## src/rtl/ddr_cal_pkg.sv

```systemverilog
// Shared types and timing defaults for the DDR calibration sequencer.
// State encoding, training pattern and helper used by ddr_cal_seq.
package ddr_cal_pkg;

  typedef enum logic [3:0] {
    Idle   = 4'd0,
    Write  = 4'd1,
    WHold  = 4'd2,
    Start  = 4'd3,
    Read   = 4'd4,
    RGap   = 4'd5,
    Settle = 4'd6,
    Check  = 4'd7,
    Done   = 4'd8,
    Fail   = 4'd9
  } calState_t;

  localparam logic [7:0] CAL_PATTERN = 8'hAA;

  localparam int DEF_NBANKS  = 6;
  localparam int DEF_NREADS  = 64;
  localparam int DEF_RD_GAP  = 8;
  localparam int DEF_WR_HOLD = 12;
  localparam int DEF_SETTLE  = 160;
  localparam int DEF_TIMEOUT = 1023;

  function automatic int imax(
    input int a,
    input int b
  );
    return (a > b) ? a : b;
  endfunction

endpackage

```

## src/rtl/cal_timer.sv

```systemverilog
// Loadable down-counter with zero flag; holds at zero.
// Ports: MCLK90, M90ResetL, load/loadVal, dec, zero.
module cal_timer #(
  parameter int W = 11
) (
  input  logic         MCLK90,
  input  logic         M90ResetL,
  input  logic         load,
  input  logic [W-1:0] loadVal,
  input  logic         dec,
  output logic         zero
);

  logic [W-1:0] cnt;

  always_ff @(posedge MCLK90) begin
    if (!M90ResetL) begin
      cnt <= '0;
    end else if (load) begin
      cnt <= loadVal;
    end else if (dec && (cnt != '0)) begin
      cnt <= cnt - 1'b1;
    end
  end

  assign zero = (cnt == '0);

endmodule

```

## src/rtl/ddr_cal_seq.sv

```systemverilog
// DDR calibration sequencer: training write, DQ cal start, read sweep,
// settle, bank fail check. Ports: MCLK90/M90ResetL, CalGo, CmdAck,
// BankCalFail in; CalWrReq/CalRdReq, ForceA, StartDQCal, CalBusy,
// CalDone, CalError, FailMask, TimedOut out.
module ddr_cal_seq
  import ddr_cal_pkg::*;
#(
  parameter int NBANKS  = DEF_NBANKS,
  parameter int NREADS  = DEF_NREADS,
  parameter int RD_GAP  = DEF_RD_GAP,
  parameter int WR_HOLD = DEF_WR_HOLD,
  parameter int SETTLE  = DEF_SETTLE,
  parameter int TIMEOUT = DEF_TIMEOUT
) (
  input  logic              MCLK90,
  input  logic              M90ResetL,
  input  logic              CalGo,
  input  logic              CmdAck,
  input  logic [NBANKS-1:0] BankCalFail,
  output logic              CalWrReq,
  output logic              CalRdReq,
  output logic              ForceA,
  output logic              StartDQCal,
  output logic              CalBusy,
  output logic              CalDone,
  output logic              CalError,
  output logic [NBANKS-1:0] FailMask,
  output logic              TimedOut
);

  localparam int TMAX = imax(imax(TIMEOUT, SETTLE),
                             imax(WR_HOLD, RD_GAP));
  localparam int TW = $clog2(TMAX) + 1;
  localparam int RW = $clog2(NREADS + 1);

  calState_t state, nxt;

  logic [RW-1:0] rdCnt;
  logic [TW-1:0] tVal;
  logic          tLoad;
  logic          tZero;
  logic          doClear;
  logic          doTimeout;
  logic          rdAck;

  cal_timer #(
    .W(TW)
  ) uTimer (
    .MCLK90   (MCLK90),
    .M90ResetL(M90ResetL),
    .load     (tLoad),
    .loadVal  (tVal),
    .dec      (1'b1),
    .zero     (tZero)
  );

  // Ack is checked before the timer so a late ack still counts.
  always_comb begin
    nxt       = state;
    doClear   = 1'b0;
    doTimeout = 1'b0;
    rdAck     = 1'b0;
    unique case (state)
      Idle, Done, Fail: begin
        if (CalGo) begin
          nxt     = Write;
          doClear = 1'b1;
        end
      end
      Write: begin
        if (CmdAck) begin
          nxt = WHold;
        end else if (tZero) begin
          nxt       = Fail;
          doTimeout = 1'b1;
        end
      end
      WHold: begin
        if (tZero) nxt = Start;
      end
      Start: begin
        nxt = Read;
      end
      Read: begin
        if (CmdAck) begin
          rdAck = 1'b1;
          if ((rdCnt + 1'b1) == RW'(NREADS))
            nxt = Settle;
          else
            nxt = RGap;
        end else if (tZero) begin
          nxt       = Fail;
          doTimeout = 1'b1;
        end
      end
      RGap: begin
        if (tZero) nxt = Read;
      end
      Settle: begin
        if (tZero) nxt = Check;
      end
      Check: begin
        nxt = (|BankCalFail) ? Fail : Done;
      end
      default: begin
        nxt = Idle;
      end
    endcase
  end

  // Timer reloads on every state change, with the new state's length.
  always_comb begin
    tLoad = (nxt != state);
    tVal  = '0;
    unique case (nxt)
      Write, Read: tVal = TW'(TIMEOUT - 1);
      WHold:       tVal = TW'(WR_HOLD - 1);
      RGap:        tVal = TW'(RD_GAP - 1);
      Settle:      tVal = TW'(SETTLE - 1);
      default:     tVal = '0;
    endcase
  end

  always_ff @(posedge MCLK90) begin
    if (!M90ResetL) begin
      state    <= Idle;
      rdCnt    <= '0;
      CalDone  <= 1'b0;
      CalError <= 1'b0;
      TimedOut <= 1'b0;
      FailMask <= '0;
    end else begin
      state <= nxt;
      if (state == Start) begin
        rdCnt <= '0;
      end else if (rdAck) begin
        rdCnt <= rdCnt + 1'b1;
      end
      if (doClear) begin
        CalDone  <= 1'b0;
        CalError <= 1'b0;
        TimedOut <= 1'b0;
        FailMask <= '0;
      end
      if (state == Check) begin
        FailMask <= BankCalFail;
        CalError <= |BankCalFail;
        CalDone  <= ~|BankCalFail;
      end
      if (doTimeout) begin
        TimedOut <= 1'b1;
        CalError <= 1'b1;
        FailMask <= '1;
      end
    end
  end

  assign CalWrReq   = (state == Write);
  assign CalRdReq   = (state == Read);
  assign ForceA     = (state == Write) || (state == WHold);
  assign StartDQCal = (state == Start);
  assign CalBusy    = !((state == Idle) || (state == Done) ||
                        (state == Fail));

endmodule

```

## config.mk

```make
export PLATFORM = sky130hd
export DESIGN_NAME = ddr_cal_seq
export DESIGN_NICKNAME = d
export VERILOG_FILES = /design/src/rtl/ddr_cal_pkg.sv /design/src/rtl/cal_timer.sv /design/src/rtl/ddr_cal_seq.sv
export SDC_FILE = /design/constraint.sdc
export NUM_CORES = 1
export LEC_CHECK = 0
export CELL_PAD_IN_SITES_DETAIL_PLACEMENT = 1
export CELL_PAD_IN_SITES_GLOBAL_PLACEMENT = 2
export CORE_MARGIN = 2
export CORE_UTILIZATION = 35
export DETAILED_ROUTE_END_ITERATION = 10
export PLACE_DENSITY_LB_ADDON = 0.1
export SLEW_MARGIN = 20
export SYNTH_ARGS = -nofsm -noshare
export SYNTH_HDL_FRONTEND = slang
export SYNTH_SLANG_ARGS = --single-unit
```

## constraint.sdc

```tcl
create_clock -name MCLK90 -period 4.07 [get_ports MCLK90]
set_input_delay 0.814 -clock MCLK90 [delete_from_list [all_inputs] [get_ports MCLK90]]
set_output_delay 0.814 -clock MCLK90 [all_outputs]
set_load 0.05 [all_outputs]
```

# --- After elaboration in Yosys (flattened, before gate mapping) ---
# Cells that the tools add are included.
word_totals:
  wordCells: 71
  mem_bits_ro: 0
  mem_bits_rw: 0
  latch_bits: 0
  in_bits: 10
  regBits: 31
  memories: 0
  out_inout_bits: 14
classes:
  n_bitwise: 1
  n_div: 0
  n_eq_ne: 16
  shifts: 0
  magnitude_cmp: 0
  multipliers: 0
  n_mux: 28
  n_reduce_logical: 17
  n_addsub: 2
ops:
  columns: ["cell", "count"]
  rows:
  - ["10-bit one-hot mux with 4 select lines", 1]
  - ["4-bit one-hot mux with 8 select lines", 1]
  - ["4-bit by 3-bit == test with 1-bit output, second input constant", 7]
  - ["4-bit two-way mux", 7]
  - ["11-bit two-way mux", 2]
  - ["6-bit two-way mux", 3]
  - ["1-bit two-way mux", 13]
  - ["4-bit by 2-bit == test with 1-bit output, second input constant", 3]
  - ["11-bit logical NOT", 1]
  - ["11-bit nonzero test", 1]
  - ["11-bit by 1-bit subtractor with 11-bit output, second input constant", 1]
  - ["4-bit by 1-bit == test with 1-bit output, second input constant", 2]
  - ["4-bit == test, second input constant", 2]
  - ["7-bit by 1-bit adder with 7-bit output, second input constant", 1]
  - ["7-bit == test, second input constant", 1]
  - ["2-bit nonzero test", 3]
  - ["2-bit OR reduction", 3]
  - ["6-bit OR reduction", 1]
  - ["4-bit logical NOT", 1]
  - ["4-bit != test", 1]
  - ["1-bit logical OR", 3]
  - ["3-bit nonzero test", 1]
  - ["3-bit OR reduction", 1]
  - ["1-bit logical NOT", 2]
  - ["other kinds (2)", 2]

# --- Logic depth before layout (Yosys ltp) ---
depth:
  depth_word: 9
  depth_mapped: 10
  ltp_nobuf: 9

# --- Hierarchy ---
# Synthesis repeated with hierarchy kept, for this count alone.
hier_totals:
  hier_cells: 240
  area_unflattened_um2: 1929.4
modules_own_cells:
  columns: ["mod", "cells_per_inst", "instances", "area_per_inst_um2"]
  rows:
  - ["ddr_cal_seq", 165, 1, 1316.3]
  - ["cal_timer", 75, 1, 613.1]

# --- Worst setup path before layout ---
# OpenSTA, ideal clock, no wires.
synth_timing:
  kind: "flip-flop to flip-flop"
  start: "reg state[1]"
  end: "reg uTimer.cnt[3]"
  required_ps: 4000
  path_stages_with_launch: 10
  n_path_buf: 3
  setup_slack_ps: 1160
  arrival_time_ps: 2840
  path_cell_list: "dfxtp_1 > buf_2 > nor3_1 > and2_1 > buf_2 > a221o_2 > buf_4 > nor4b_2 > o22ai_1 > a21oi_1"
synth_between:
  elab_cells_between_ends: 29
  classes_between: "eq/ne: 15; mux: 10; reduce/logical: 4"
synth_lines:
  columns: ["element", "line_no", "text"]
  rows:
  - ["from (decl)", "ddr_cal_seq.sv:36", "calState_t state, nxt;"]
  - ["from (signal assigned)", "ddr_cal_seq.sv:126", "state <= Idle;"]
  - ["from (signal assigned)", "ddr_cal_seq.sv:133", "state <= nxt;"]
  - ["4-bit by 3-bit == test with 1-bit output (*)", null, null]
  - ["named net CalRdReq", "ddr_cal_seq.sv:21", "output logic CalRdReq,"]
  - ["4-bit one-hot mux with 8 select lines (*)", "ddr_cal_seq.sv:63", "unique case (state)"]
  - ["4-bit by 1-bit == test with 1-bit output or 4-bit by 3-bit == test with 1-bit output (tied branches)", "ddr_cal_seq.sv:115", "unique case (nxt)"]
  - ["2-bit OR reduction", "ddr_cal_seq.sv:115", null]
  - ["10-bit one-hot mux with 4 select lines", "ddr_cal_seq.sv:115", null]
  - ["11-bit two-way mux", "cal_timer.sv:19", "end else if (load) begin"]
  - ["to (signal assigned)", "cal_timer.sv:20", "cnt <= loadVal;"]
  - ["to (signal assigned)", "cal_timer.sv:22", "cnt <= cnt - 1'b1;"]
  - ["to (decl)", "cal_timer.sv:14", "logic [W-1:0] cnt;"]
# The timed path passes the listed nets; every way through them passes the cells marked *.
# A chain may end at the register's enable or synchronous reset.

# --- Worst setup path after layout ---
layout_timing:
  start: "reg state[0]"
  end: "out ForceA"
layout_between:
  elab_chain_cells: 2
  elab_cells_between_ends: 3
  classes_between: "eq/ne: 2; reduce/logical: 1"
layout_rtl:
  columns: ["element", "line_no", "text"]
  rows:
  - ["4-bit by 1-bit == test with 1-bit output or 4-bit by 2-bit == test with 1-bit output (tied branches)", "ddr_cal_seq.sv:160", "assign ForceA = (state == Write) || (state == WHold);"]
  - ["1-bit logical OR (*)", "ddr_cal_seq.sv:160", null]
  - ["to (decl)", "ddr_cal_seq.sv:22", "output logic ForceA,"]
# Every way passes the cells marked *; elsewhere a longest branch is shown, timed or not.

==> flow_summary.ini <==
[floorplanning]
die-area_mm2 = 0.006141
core_mm2 = 0.005439
die_w_um = 78.37
die_h_um = 78.37
io-pin-count = 24
rows = 27
initial_core_util = 0.3559

[detailed_routing]
via_per_inst = 5.395
drtIter0Drc = 32
drc_errors = 0
vias = 1775
dr.pass1.iters = 4
routedWlPerCell_um = 15.44
finalWirelength_mm = 5.081
ant_nets = 0

[clock_tree]
cts.hold.buffers_added = 0
worstSkewPairLatency_ns = 0.28
cts_setup_buffers = 0
cts_buffer_depth = 2
clk_pin_slew_ns = 0.07
cts_tree = yes
clockRootBuffer = clkbuf_8
ctsResizeCount = 0
cts_max_level = 2
cts_buffers = 5
cts.sinks = 31

[finish]
nets = 269
fin_area_mm2 = 0.002292
multi_input_area_mm2 = 0.001232
syn2layout_area_growth_pct = 18.42
fillers = 669
regArea_um2 = 620.6
mostFrequentLayoutCells = dfxtp_1, nand2_1, nor2_1, clkdlybuf4s50_1, a21oi_1
drive_gt1_frac = 0.09728
num_antenna_cells = 0
final_common_cell = dfxtp_1

[synthesis]
async_flop_share = 0
synth_cell_types = 58
synthSimpleGateAreaFrac = 0.2857
synth_edf_count = 0
synth_top_family_by_area = simple AND/OR/NAND/NOR gates
avgSynthCellArea_um2 = 8.202
synthCells = 236
synth.mux.area_fraction = 0.03038
synthAdderAreaFrac = 0.01939
synth_compound_area_frac = 0.2288
yosysWarnings = 0
synth_seq_area_share = 0.3206
synthXorXnorAreaFrac = 0.07240
synth_area_mm2 = 0.001936
syn-num-nets = 249
synth_seq_cells = 31
ys.flop_type = dfxtp_1

[setup_path]
endpoint_kind = output pin
critPathArrivalTime_ns = 2.19
reg2reg_to = uTimer.cnt[6]
critPathRequiredTime_ns = 3.26
path_class = reg -> out
rr_startpoint = rdCnt[0]
path_max_fanout = 15
cp-start-kind = flip-flop
r2r_slack_ns = 1.24
r2r.worst_path.cells = 8

[placement]
dp_hpwl_mm = 3.708
placed_cell_area_mm2 = 0.002211
routabilityCongestion = 0.7355
port_buffers = 23

[sta]
fin_crit_ns = 3.003
fmax_mhz = 333.0
worst_slew_pin_slew_ns = 0.8917
drv_slew = 0
setup_tns_ns = 0
relSlewSlack = 0.4001
finalClockSkew_ns = 0.005373
hold_viol = 0
setup_violations = 0
rsz0062_at_grt = false
post-route-period-util = 0.7379

[global_routing]
grt_max_degree = 21
antenna_found_initial = 0
grt_use_total = 0.1759
first_global_vias = 1800
overflow = 0
grt_pass1_wl_mm = 8.742

[min_path]
hold_end = TimedOut
worstHoldPathType = reg -> reg
holdPathStages = 2
min-delay-start = TimedOut

[pwr]
p_leak_nw = 0.8305
pwr_density_cell_mw_per_mm2 = 513.7
ir_drop_mv = 0.1760
finalPower_w = 0.001178

[job]
drv_cap = 0

[run_status]
status = complete, no violations
==> state kept, by name, indices dropped and copies added, names as in the netlist <==
signal / count
CalError: 1
TimedOut: 1
state: 4
CalDone: 1
uTimer.cnt: 11
FailMask: 6
rdCnt: 7
==> cell families (layout without fill, tap and decap cells) <==
| group | count (synthesis) | after routing |
|---|---|---|
| multiplexers | 4 | 4 |
| adder cells (fa/ha/maj) | 3 | 3 |
| XOR/XNOR | 16 | 16 |
| buffers and inverters | 19 | 40 |
| AND/OR/NAND/NOR | 100 | 100 |
| AO/OA/AOI/OAI | 63 | 63 |
| flip-flops | 31 | 31 |
==> per-layer routing <==
metal | wire length [um] | vias to the layer above | track usage
met5 | 0 | - | 0
met4 | 24 | 0 | 0.03684
met3 | 135 | 2 | 0.03563
met2 | 2468 | 23 | 0.3026
met1 | 2452 | 847 | 0.2285
li1 | - | 903 | -
==> metrics by stage <==
stage          utilization  hold WS, ns  setup WS, ns  cells
3_5_place_dp        0.4065       0.4550        0.8067    321
6_report            0.4214       0.4711         1.067    329
5_1_grt             0.4214       0.5040        0.8115    329
4_1_cts             0.4214       0.4701         1.063    329
2_1_floorplan            -       0.4363         1.160    236
3_3_place_gp        0.4065       0.4470        0.8247    321
==> layout make-up <==
class / instances / area share
multi-input cells: 186 / 0.5377
clock inverters: 1 / 0.002183
clock buffers: 7 / 0.03330
well taps: 72 / 0.03930
inverters: 8 / 0.01310
repair buffers: 24 / 0.1037
flip-flops and latches: 31 / 0.2707
==> how the worst max path moves through the flow <==
| stage | startpoint | endpoint | slack (ns) | depth (start not counted) |
|---|---|---|---|---|
| after floorplan | state[1] | uTimer.cnt[3] | 1.16 | 9 |
| after global placement | BankCalFail[0] | uTimer.cnt[8] | 0.82 | 8 |
| after detailed placement | BankCalFail[0] | uTimer.cnt[6] | 0.81 | 8 |
| after CTS | state[0] | ForceA | 1.06 | 3 |
| after global routing | BankCalFail[0] | uTimer.cnt[6] | 0.81 | 8 |
| final | state[0] | ForceA | 1.07 | 3 |
==> cells in the mapped netlist (all sizes together) (2+ instances only) <==
| library cell | count | share of area |
|---|---|---|
| dfxtp | 31 | 0.32 |
| xnor2 | 8 | 0.036 |
| o221ai | 4 | 0.025 |
| o21ai | 15 | 0.041 |
| nor4 | 4 | 0.013 |
| mux2i | 2 | 0.017 |
| a31oi | 3 | 0.0097 |
| nand4 | 5 | 0.024 |
| a221o | 2 | 0.011 |
| nand3 | 7 | 0.021 |
| nor3 | 10 | 0.037 |
| a21oi | 19 | 0.049 |
| nand2 | 25 | 0.050 |
| xor2 | 8 | 0.036 |
| buf | 7 | 0.019 |
| nand3b | 2 | 0.0078 |
| a211oi | 2 | 0.010 |
| nor2 | 24 | 0.048 |
| nor3b | 3 | 0.012 |
| inv | 8 | 0.016 |
| or3 | 3 | 0.0097 |
| nor2b | 5 | 0.016 |
| and2 | 2 | 0.0065 |
| o32ai | 4 | 0.018 |
| ha | 3 | 0.019 |
| mux2 | 2 | 0.014 |
| and3 | 2 | 0.0065 |
| clkbuf | 4 | 0.0078 |
| nand2b | 4 | 0.013 |
| o31ai | 3 | 0.012 |
==> power breakdown <==
group	internal [W]	switching [W]	leakage, nW	total (W)
sequential	0.000346	0.0000552	0.252	0.000401
combinational	0.000223	0.000318	0.536	0.000540
clock	0.000120	0.000116	0.0422	0.000236
total	0.000689	0.000489	0.830	0.00118
==> critical path: stages (launching register included) <==
cell             delay, ns
dfxtp_1               0.65
nand2b_1              0.18
a211oi_1              0.24
clkdlybuf4s50_1       0.84
No activity file was read; power rests on OpenSTA's default activity.
